## src/rtl/seg7_pkg.sv

```systemverilog
// Shared constants and types for the serial 7-segment link receiver.
package seg7_pkg;

  localparam int unsigned FRAME_BITS_DEF = 64;

  // Active-low {g,f,e,d,c,b,a} glyphs for hex digits 0..F.
  localparam logic [6:0] SEG7_GLYPH [16] = '{
    7'h40, 7'h79, 7'h24, 7'h30, 7'h19, 7'h12, 7'h02, 7'h78,
    7'h00, 7'h10, 7'h08, 7'h03, 7'h46, 7'h21, 7'h06, 7'h0E
  };

  localparam logic [6:0] SEG7_BLANK = 7'h7F;

  typedef enum logic {
    IDLE,
    SHIFT
  } seg7_rx_state_t;

endpackage

```

## src/rtl/seg7_glyph_decode.sv

```systemverilog
// Combinational glyph-to-hex decoder; valid only for an exact table match.
module seg7_glyph_decode
  import seg7_pkg::*;
(
  input  logic [6:0] glyph,
  output logic       valid,
  output logic [3:0] nibble
);

  always_comb begin
    valid  = 1'b0;
    nibble = '0;
    for (int unsigned i = 0; i < 16; i++) begin
      if (glyph == SEG7_GLYPH[i] && glyph != SEG7_BLANK) begin
        valid  = 1'b1;
        nibble = 4'(i);
      end
    end
  end

endmodule

```

## src/rtl/seg7_serial_rx.sv

```systemverilog
// Receiver for the 4-wire serial 7-segment link: sync, shift, latch, decode.
// Glyph decode is built only when SEG7_RX_DECODE_EN is defined.
module seg7_serial_rx
  import seg7_pkg::*;
#(
  parameter int unsigned FRAME_BITS  = FRAME_BITS_DEF,
  parameter int unsigned SYNC_STAGES = 2
) (
  input  logic        clk,
  input  logic        rst,
  input  logic        seg_clk_i,
  input  logic        seg_do_i,
  input  logic        seg_pen_i,
  input  logic        seg_clr_i,
  output logic [63:0] seg_raw_o,
  output logic [7:0]  points_o,
  output logic [31:0] digits_o,
  output logic [7:0]  digit_valid_o,
  output logic        frame_valid_o,
  output logic        frame_err_o
);

  logic [SYNC_STAGES-1:0] clk_sync, do_sync, pen_sync, clr_sync;
  logic                   clk_s, do_s, pen_s, clr_s;
  logic                   clk_d, pen_d;
  logic                   clk_rise, pen_rise, shift_en;
  logic [63:0]            sr, sr_n;
  logic [6:0]             cnt, cnt_n;
  logic [7:0]             pts_n;
  logic [31:0]            dec_digits;
  logic [7:0]             dec_valid;
  seg7_rx_state_t         state;

  // Clear synchronizer resets to the inactive (high) level so reset does not wipe sr.
  always_ff @(posedge clk) begin
    if (rst) begin
      clk_sync <= '0;
      do_sync  <= '0;
      pen_sync <= '0;
      clr_sync <= '1;
    end else begin
      clk_sync <= {clk_sync[SYNC_STAGES-2:0], seg_clk_i};
      do_sync  <= {do_sync[SYNC_STAGES-2:0], seg_do_i};
      pen_sync <= {pen_sync[SYNC_STAGES-2:0], seg_pen_i};
      clr_sync <= {clr_sync[SYNC_STAGES-2:0], seg_clr_i};
    end
  end

  assign clk_s    = clk_sync[SYNC_STAGES-1];
  assign do_s     = do_sync[SYNC_STAGES-1];
  assign pen_s    = pen_sync[SYNC_STAGES-1];
  assign clr_s    = clr_sync[SYNC_STAGES-1];
  assign clk_rise = clk_s & ~clk_d;
  assign pen_rise = pen_s & ~pen_d;
  // A latch edge in the same cycle still lets its shift through (pen_d is still low).
  assign shift_en = clk_rise & ~pen_d;

  always_comb begin
    sr_n  = sr;
    cnt_n = cnt;
    if (!clr_s) begin
      sr_n  = '0;
      cnt_n = '0;
    end else if (shift_en) begin
      sr_n  = {sr[62:0], do_s};
      cnt_n = (cnt == 7'h7F) ? cnt : cnt + 7'd1;
    end
    for (int unsigned k = 0; k < 8; k++) begin
      pts_n[k] = ~sr_n[8*k+7];
    end
  end

`ifdef SEG7_RX_DECODE_EN
  for (genvar g = 0; g < 8; g++) begin : g_dec
    seg7_glyph_decode u_dec (
      .glyph  (sr_n[8*g +: 7]),
      .valid  (dec_valid[g]),
      .nibble (dec_digits[4*g +: 4])
    );
  end
`else
  assign dec_digits = '0;
  assign dec_valid  = '0;
`endif

  always_ff @(posedge clk) begin
    if (rst) begin
      state         <= IDLE;
      sr            <= '1;
      cnt           <= '0;
      clk_d         <= 1'b0;
      pen_d         <= 1'b0;
      seg_raw_o     <= '1;
      points_o      <= '0;
      digits_o      <= '0;
      digit_valid_o <= '0;
      frame_valid_o <= 1'b0;
      frame_err_o   <= 1'b0;
    end else begin
      clk_d         <= clk_s;
      pen_d         <= pen_s;
      frame_valid_o <= pen_rise;
      sr            <= sr_n;
      if (pen_rise) begin
        seg_raw_o     <= sr_n;
        points_o      <= pts_n;
        digits_o      <= dec_digits;
        digit_valid_o <= dec_valid;
        if (cnt_n != 7'(FRAME_BITS)) frame_err_o <= 1'b1;
        cnt           <= '0;
        state         <= IDLE;
      end else begin
        cnt <= cnt_n;
        case (state)
          IDLE:    if (shift_en && clr_s) state <= SHIFT;
          SHIFT:   if (!clr_s) state <= IDLE;
          default: state <= IDLE;
        endcase
      end
    end
  end

endmodule

```

## config.mk

```make
export PLATFORM = sky130hd
export DESIGN_NAME = seg7_serial_rx
export DESIGN_NICKNAME = d
export VERILOG_FILES = /design/src/rtl/seg7_pkg.sv /design/src/rtl/seg7_glyph_decode.sv /design/src/rtl/seg7_serial_rx.sv
export SDC_FILE = /design/constraint.sdc
export NUM_CORES = 1
export LEC_CHECK = 0
export BUFFER_PORTS_ARGS = -buffer_cell sky130_fd_sc_hd__buf_2
export CAP_MARGIN = 5
export CORE_MARGIN = 1.5
export CORE_UTILIZATION = 35
export CTS_CLUSTER_DIAMETER = 80
export DETAILED_ROUTE_END_ITERATION = 7
export MAX_ROUTING_LAYER = met4
export SLEW_MARGIN = 20
export SYNTH_ARGS = -nofsm -noshare
export SYNTH_HDL_FRONTEND = slang
export SYNTH_SLANG_ARGS = --single-unit
```

## constraint.sdc

```tcl
create_clock -name clk -period 3.35 [get_ports clk]
set_input_delay 0 -clock clk [delete_from_list [all_inputs] [get_ports clk]]
set_output_delay 0 -clock clk [all_outputs]
set_load 0.005 [all_outputs]
```

==> Word level (Yosys, flattened, before mapping) <==
Cells that the tools add are included.
{ "totals": {"regBits": 155, "in_bits": 6} }
{ "op_classes": {"n_addsub": 1, "n_eq_ne": 2, "muxes": 5, "n_bitwise": 13, "reduce_logical": 2} }
{ "ops": {"columns": ["cell", "count"], "rows": [
  ["2-to-1 mux 64 bit", 2],
  ["2-to-1 mux 7 bit", 3],
  ["inverter 1 bit", 10],
  ["adder 7 x 1 -> 7 bit, second input constant", 1],
  ["== test 7 bit, second input constant", 1],
  ["!= test 7 bit, second input constant", 1],
  ["AND 1 bit", 3],
  ["AND reduction 2 bit", 1],
  ["OR reduction 2 bit", 1]
]} }

==> Depth between registers and ports, before layout <==
{ "logic_depth": {"ltp_word": 7, "mapped_depth": 8, "ltp_nobuf": 6} }

==> Least setup slack after synthesis <==
OpenSTA, ideal clock, no wires.
{ "synth_timing": {"path_kind": "register -> register", "startpoint": "register cnt[0]", "endpoint": "register frame_err_o", "setup_ns": 0.074, "arrival_ns": 1.548, "required_ns": 3.276, "slack_ns": 1.728, "path_stages_with_launch": 7, "n_path_buf": 0, "cell_sequence": "dfxtp_1 -> ha_1 -> nand3_1 -> o21ai_2 -> mux2_4 -> a32o_1 -> a31oi_1"} }
{ "synth_between": {"elab_chain_len": 6, "word_cells_on_any_way": 7, "cone_classes": "add/sub: 1; eq/ne: 2; mux: 3; reduce/logical: 1"} }
{ "synth_rtl": {"columns": ["element", "line_no", "source"], "rows": [
  ["from (decl)", "seg7_serial_rx.sv:28", "logic [6:0] cnt, cnt_n;"],
  ["from (signal assigned)", "seg7_serial_rx.sv:113", "cnt <= cnt_n;"],
  ["adder 7 x 1 -> 7 bit or == test 7 bit (tied branches)", "seg7_serial_rx.sv:66", "cnt_n = (cnt == 7'h7F) ? cnt : cnt + 7'd1;"],
  ["2-to-1 mux 7 bit", "seg7_serial_rx.sv:66", null],
  ["2-to-1 mux 7 bit *", "seg7_serial_rx.sv:64", "end else if (shift_en) begin"],
  ["2-to-1 mux 7 bit *", "seg7_serial_rx.sv:61", "if (!clr_s) begin"],
  ["!= test 7 bit *", "seg7_serial_rx.sv:109", "if (cnt_n != 7'(FRAME_BITS)) frame_err_o <= 1'b1;"],
  ["AND reduction 2 bit (no line) *", null, null],
  ["to (signal assigned)", "seg7_serial_rx.sv:98", "frame_err_o <= 1'b0;"],
  ["to (signal assigned)", "seg7_serial_rx.sv:109", null],
  ["to (decl)", "seg7_serial_rx.sv:20", "output logic frame_err_o"]
]} }
Every way passes the cells marked *; elsewhere a longest branch is shown, timed or not.
A chain may end at the register's enable or synchronous reset.

==> Worst setup path after layout <==
{ "layout_timing": {"startpoint": "register pen_d", "endpoint": "register frame_err_o"} }
{ "layout_between": {"elab_chain_len": 6, "word_cells_on_any_way": 7, "cone_classes": "eq/ne: 1; mux: 2; bitwise: 3; reduce/logical: 1"} }
{ "layout_rtl": {"columns": ["element", "line_no", "source"], "rows": [
  ["from (decl)", "seg7_serial_rx.sv:25", "logic clk_d, pen_d;"],
  ["from (signal assigned)", "seg7_serial_rx.sv:101", "pen_d <= pen_s;"],
  ["inverter 1 bit *", "seg7_serial_rx.sv:54, seg7_serial_rx.sv:56", null],
  ["AND 1 bit", "seg7_serial_rx.sv:56", "assign shift_en = clk_rise & ~pen_d;"],
  ["2-to-1 mux 7 bit", "seg7_serial_rx.sv:64", null],
  ["2-to-1 mux 7 bit", "seg7_serial_rx.sv:61", null],
  ["!= test 7 bit", "seg7_serial_rx.sv:109", null],
  ["AND reduction 2 bit (no line) *", null, null]
]} }
Marks and branches as above.

==> run_results.csv <==
group,metric,value,unit
cts,cts_setup_buffers,0,
drt,drt-total-wl,11800,um
timing,rsz0062_at_grt,"false",
yosys,syn_inst,633,
drt,ant_nets,0,
yosys,syn-cell-area,0.00631,mm^2
yosys,ys_seq_area_share,49.2,%
cts,cts.sinks,155,
timing,min_period,2.02,ns
cells_and_area,fin_nets,704,
cts,h-tree-depth,4,
cells_and_area,final_layout_size_suffix_gt1_share,25.2,%
global_routing,antenna_found_initial,0,
timing,final_hold_viol_count,0,
yosys,yosysTopAreaCellShare,49.2,%
critical_path,worstPathRequired,3.65,ns
power,p_comb_share,8.1,%
global_routing,grt_max_degree,84,
yosys,ys_ff_latch,155,
drt,via_per_inst,4.56,
cts,cts_buffer_depth,2,
place,dp_hpwl,7450,um
cts,cts_root_buf,"clkbuf_16",
place,place.port_buffers,79,
place,gp_congestion,0.706,
floorplan,io_pins,120,
timing,setup_viol,0,
floorplan,dieHeight,137,um
drt,drc,0,
timing,worst_slew_pin_slew,0.904,ns
power,power.total,0.00443,W
global_routing,grtUsageMet3,4.23,%
yosys,synth.distinct_cells,38,
global_routing,use_met1,17.5,%
cts,cts_buffers,17,
timing,slew_viol_final,0,
critical_path,worstPathMaxFanout,36,
critical_path,worstPathArrival,2.31,ns
timing,fmax,496,MHz
yosys,synth_edf_count,0,
global_routing,gr-max-usage-layer,"met2",
drt,dr.pass1.iters,5,
yosys,netlist_top_cells_count,"dfxtp_1, nand2_1, nor2_1",
power,ir_drop,0.000369,V
global_routing,grt_use_total,13.8,%
cts,clk_pin_slew,0.06,ns
power,swShare,22.8,%
floorplan,start_util,36.1,%
flow_run,max-cap-violations,0,
global_routing,grt-ovfl-total,0,
min_path,worstHoldPathType,"input port to register",
place,preCtsSetupSlack,1.33,ns
cts,clkLatencyLatePin,0.42,ns
floorplan,die_area,0.0188,mm^2
cts,cts_tree,"yes",
yosys,synth_area_leaders,"dfxtp_1, mux2i_1, nand2_1",
global_routing,grt_use_met2,21.0,%
timing,finalSetupTns,0,ns
global_routing,grt_pass1_vias,3975,
floorplan,rows,48,
cells_and_area,num_antenna_cells,0,
critical_path,path_class,"register to register",
cells_and_area,syn_to_final_growth,16.1,%
drt,post_drt_wl_per_cell,12.6,um
timing,slew_headroom,39.6,%
timing,min_period_over_period,60.2,%
cells_and_area,fin_area,0.00733,mm^2
power,p_seq_share,45.3,%
timing,fin_skew,0.00758,ns
yosys,yosys_warnings,0,
critical_path,endpoint_kind,"register",
floorplan,core_region_area,0.0175,mm^2
drt,drt_iter0_drc,158,
place,post_dp_cell_area,0.00665,mm^2
yosys,async_flop_share,0,%
outcome,status,"completed",
yosys,synth_top_area_cell,"dfxtp_1",
floorplan,fp.dieW,137,um
global_routing,grt_pass1_wl,19700,um
power,p_switching,0.00101,W
power,p_clk_share,46.6,%
drt,vias,4259,
yosys,ys.flop_type,"dfxtp_1",
power,power.leakage,3.05,nW
yosys,avgSynthCellArea,9.97,um^2
power,p_int,0.00342,W
critical_path,critPathLaunchType,"register",
timing,finalWorstSetupSlack,1.33,ns
power,p_per_area,604,mW/mm^2
yosys,yosysMostFrequentCell,"dfxtp_1",
-- registers in the layout (all words and copies together), names as in the netlist, 2 cells and up --
| name | count |
|---|---|
| points_o | 8 |
| clk_sync | 2 |
| pen_sync | 2 |
| sr | 64 |
| clr_sync | 2 |
| do_sync | 2 |
| seg_raw_o | 64 |
| cnt | 7 |
-- worst paths after layout --
| kind | startpoint | endpoint | slack (ns) | cells after the start |
|---|---|---|---|---|
| max | pen_d | frame_err_o | 1.33 | 6 |
| min | rst | do_sync[0] | 0.13 | 2 |
| max reg2reg | pen_d | frame_err_o | 1.33 | 6 |
| min reg2reg | clr_sync[0] | clr_sync[1] | 0.41 | 1 |
-- what timing repair did --
action                    in CTS  in global routing
resized for setup              0                  0
hold buffers                   4                  0
hold endpoints to repair       4                  0
-- power by group through the flow --
stage | clock network (W) | logic, W | registers, W
6_report | 0.00206 | 0.000359 | 0.00201
5_1_grt | 0.00221 | 0.000411 | 0.00202
4_1_cts | 0.00213 | 0.000367 | 0.00201
3_5_place_dp | 0 | 0.000361 | 0.00205
3_3_place_gp | 0 | 0.000358 | 0.00205
2_1_floorplan | 0 | 0.000295 | 0.00204
-- routing by layer --
| metal | part of all wire [%] | up-vias |
|---|---|---|
| li1 | - | 2164 |
| met1 | 49 | 1991 |
| met2 | 46 | 91 |
| met3 | 4.1 | 13 |
| met4 | 1.1 | 0 |
| met5 | 0 | - |
-- logic make-up (layout without fill, tap and decap cells) --
logic type | after synthesis | in the layout | synth area share (%)
flops | 155 | 155 | 49.2
buf+inv | 86 | 124 | 9.04
simple gates | 199 | 199 | 13.8
other cells | 1 | 40 | 0.0594
xor+xnor | 3 | 3 | 0.416
compound gates | 122 | 122 | 15.3
fa+ha+maj | 1 | 1 | 0.198
mux | 66 | 66 | 12.1
-- layout by cell type (no fill, tap or decap), drive strengths merged --
cell type    count
mux2i           43
clkinv           2
buf             87
and4             2
a41oi            1
a211o           22
xor2             2
nand4            1
a32o             1
nand2           97
or2              2
dfxtp          155
clkinvlp         3
nor3b            1
o21bai          47
o21ai           36
ha               1
nor3             1
nor2            56
o21a             1
and3             1
nand2b          24
conb            40
xnor2            1
dlygate4sd3      4
mux2            23
a21o             8
inv              4
a21oi            4
bufinv           4
nor2b           11
clkbuf          20
a31oi            2
nand3            3
-- stage by stage --
stage	cells	utilization [%]	hold slack, ns
6_report	935	41.9	0.130
3_3_place_gp	899	38.0	0.184
4_1_cts	935	41.9	0.119
2_1_floorplan	672	-	0.104
5_1_grt	935	41.9	0.168
3_5_place_dp	899	38.0	0.186
-- area by class of cell --
type	count	area, um^2
Sequential cell	155	3100
Timing Repair Buffer	91	498
Tap cell	225	282
Clock inverter	12	186
Fill cell	1758	10100
Clock buffer	20	457
Multi-Input combinational cell	431	2800
Inverter	1	3.75
-- critical path, cell delays in order (launching register included) --
cell and delay, ns:
dfxtp_1 0.36, nor3b_4 0.21, buf_4 0.51, o21a_1 0.36
a31oi_1 0.13, a41oi_1 0.21, a31oi_1 0.11
(Power assumes the default switching activity.)
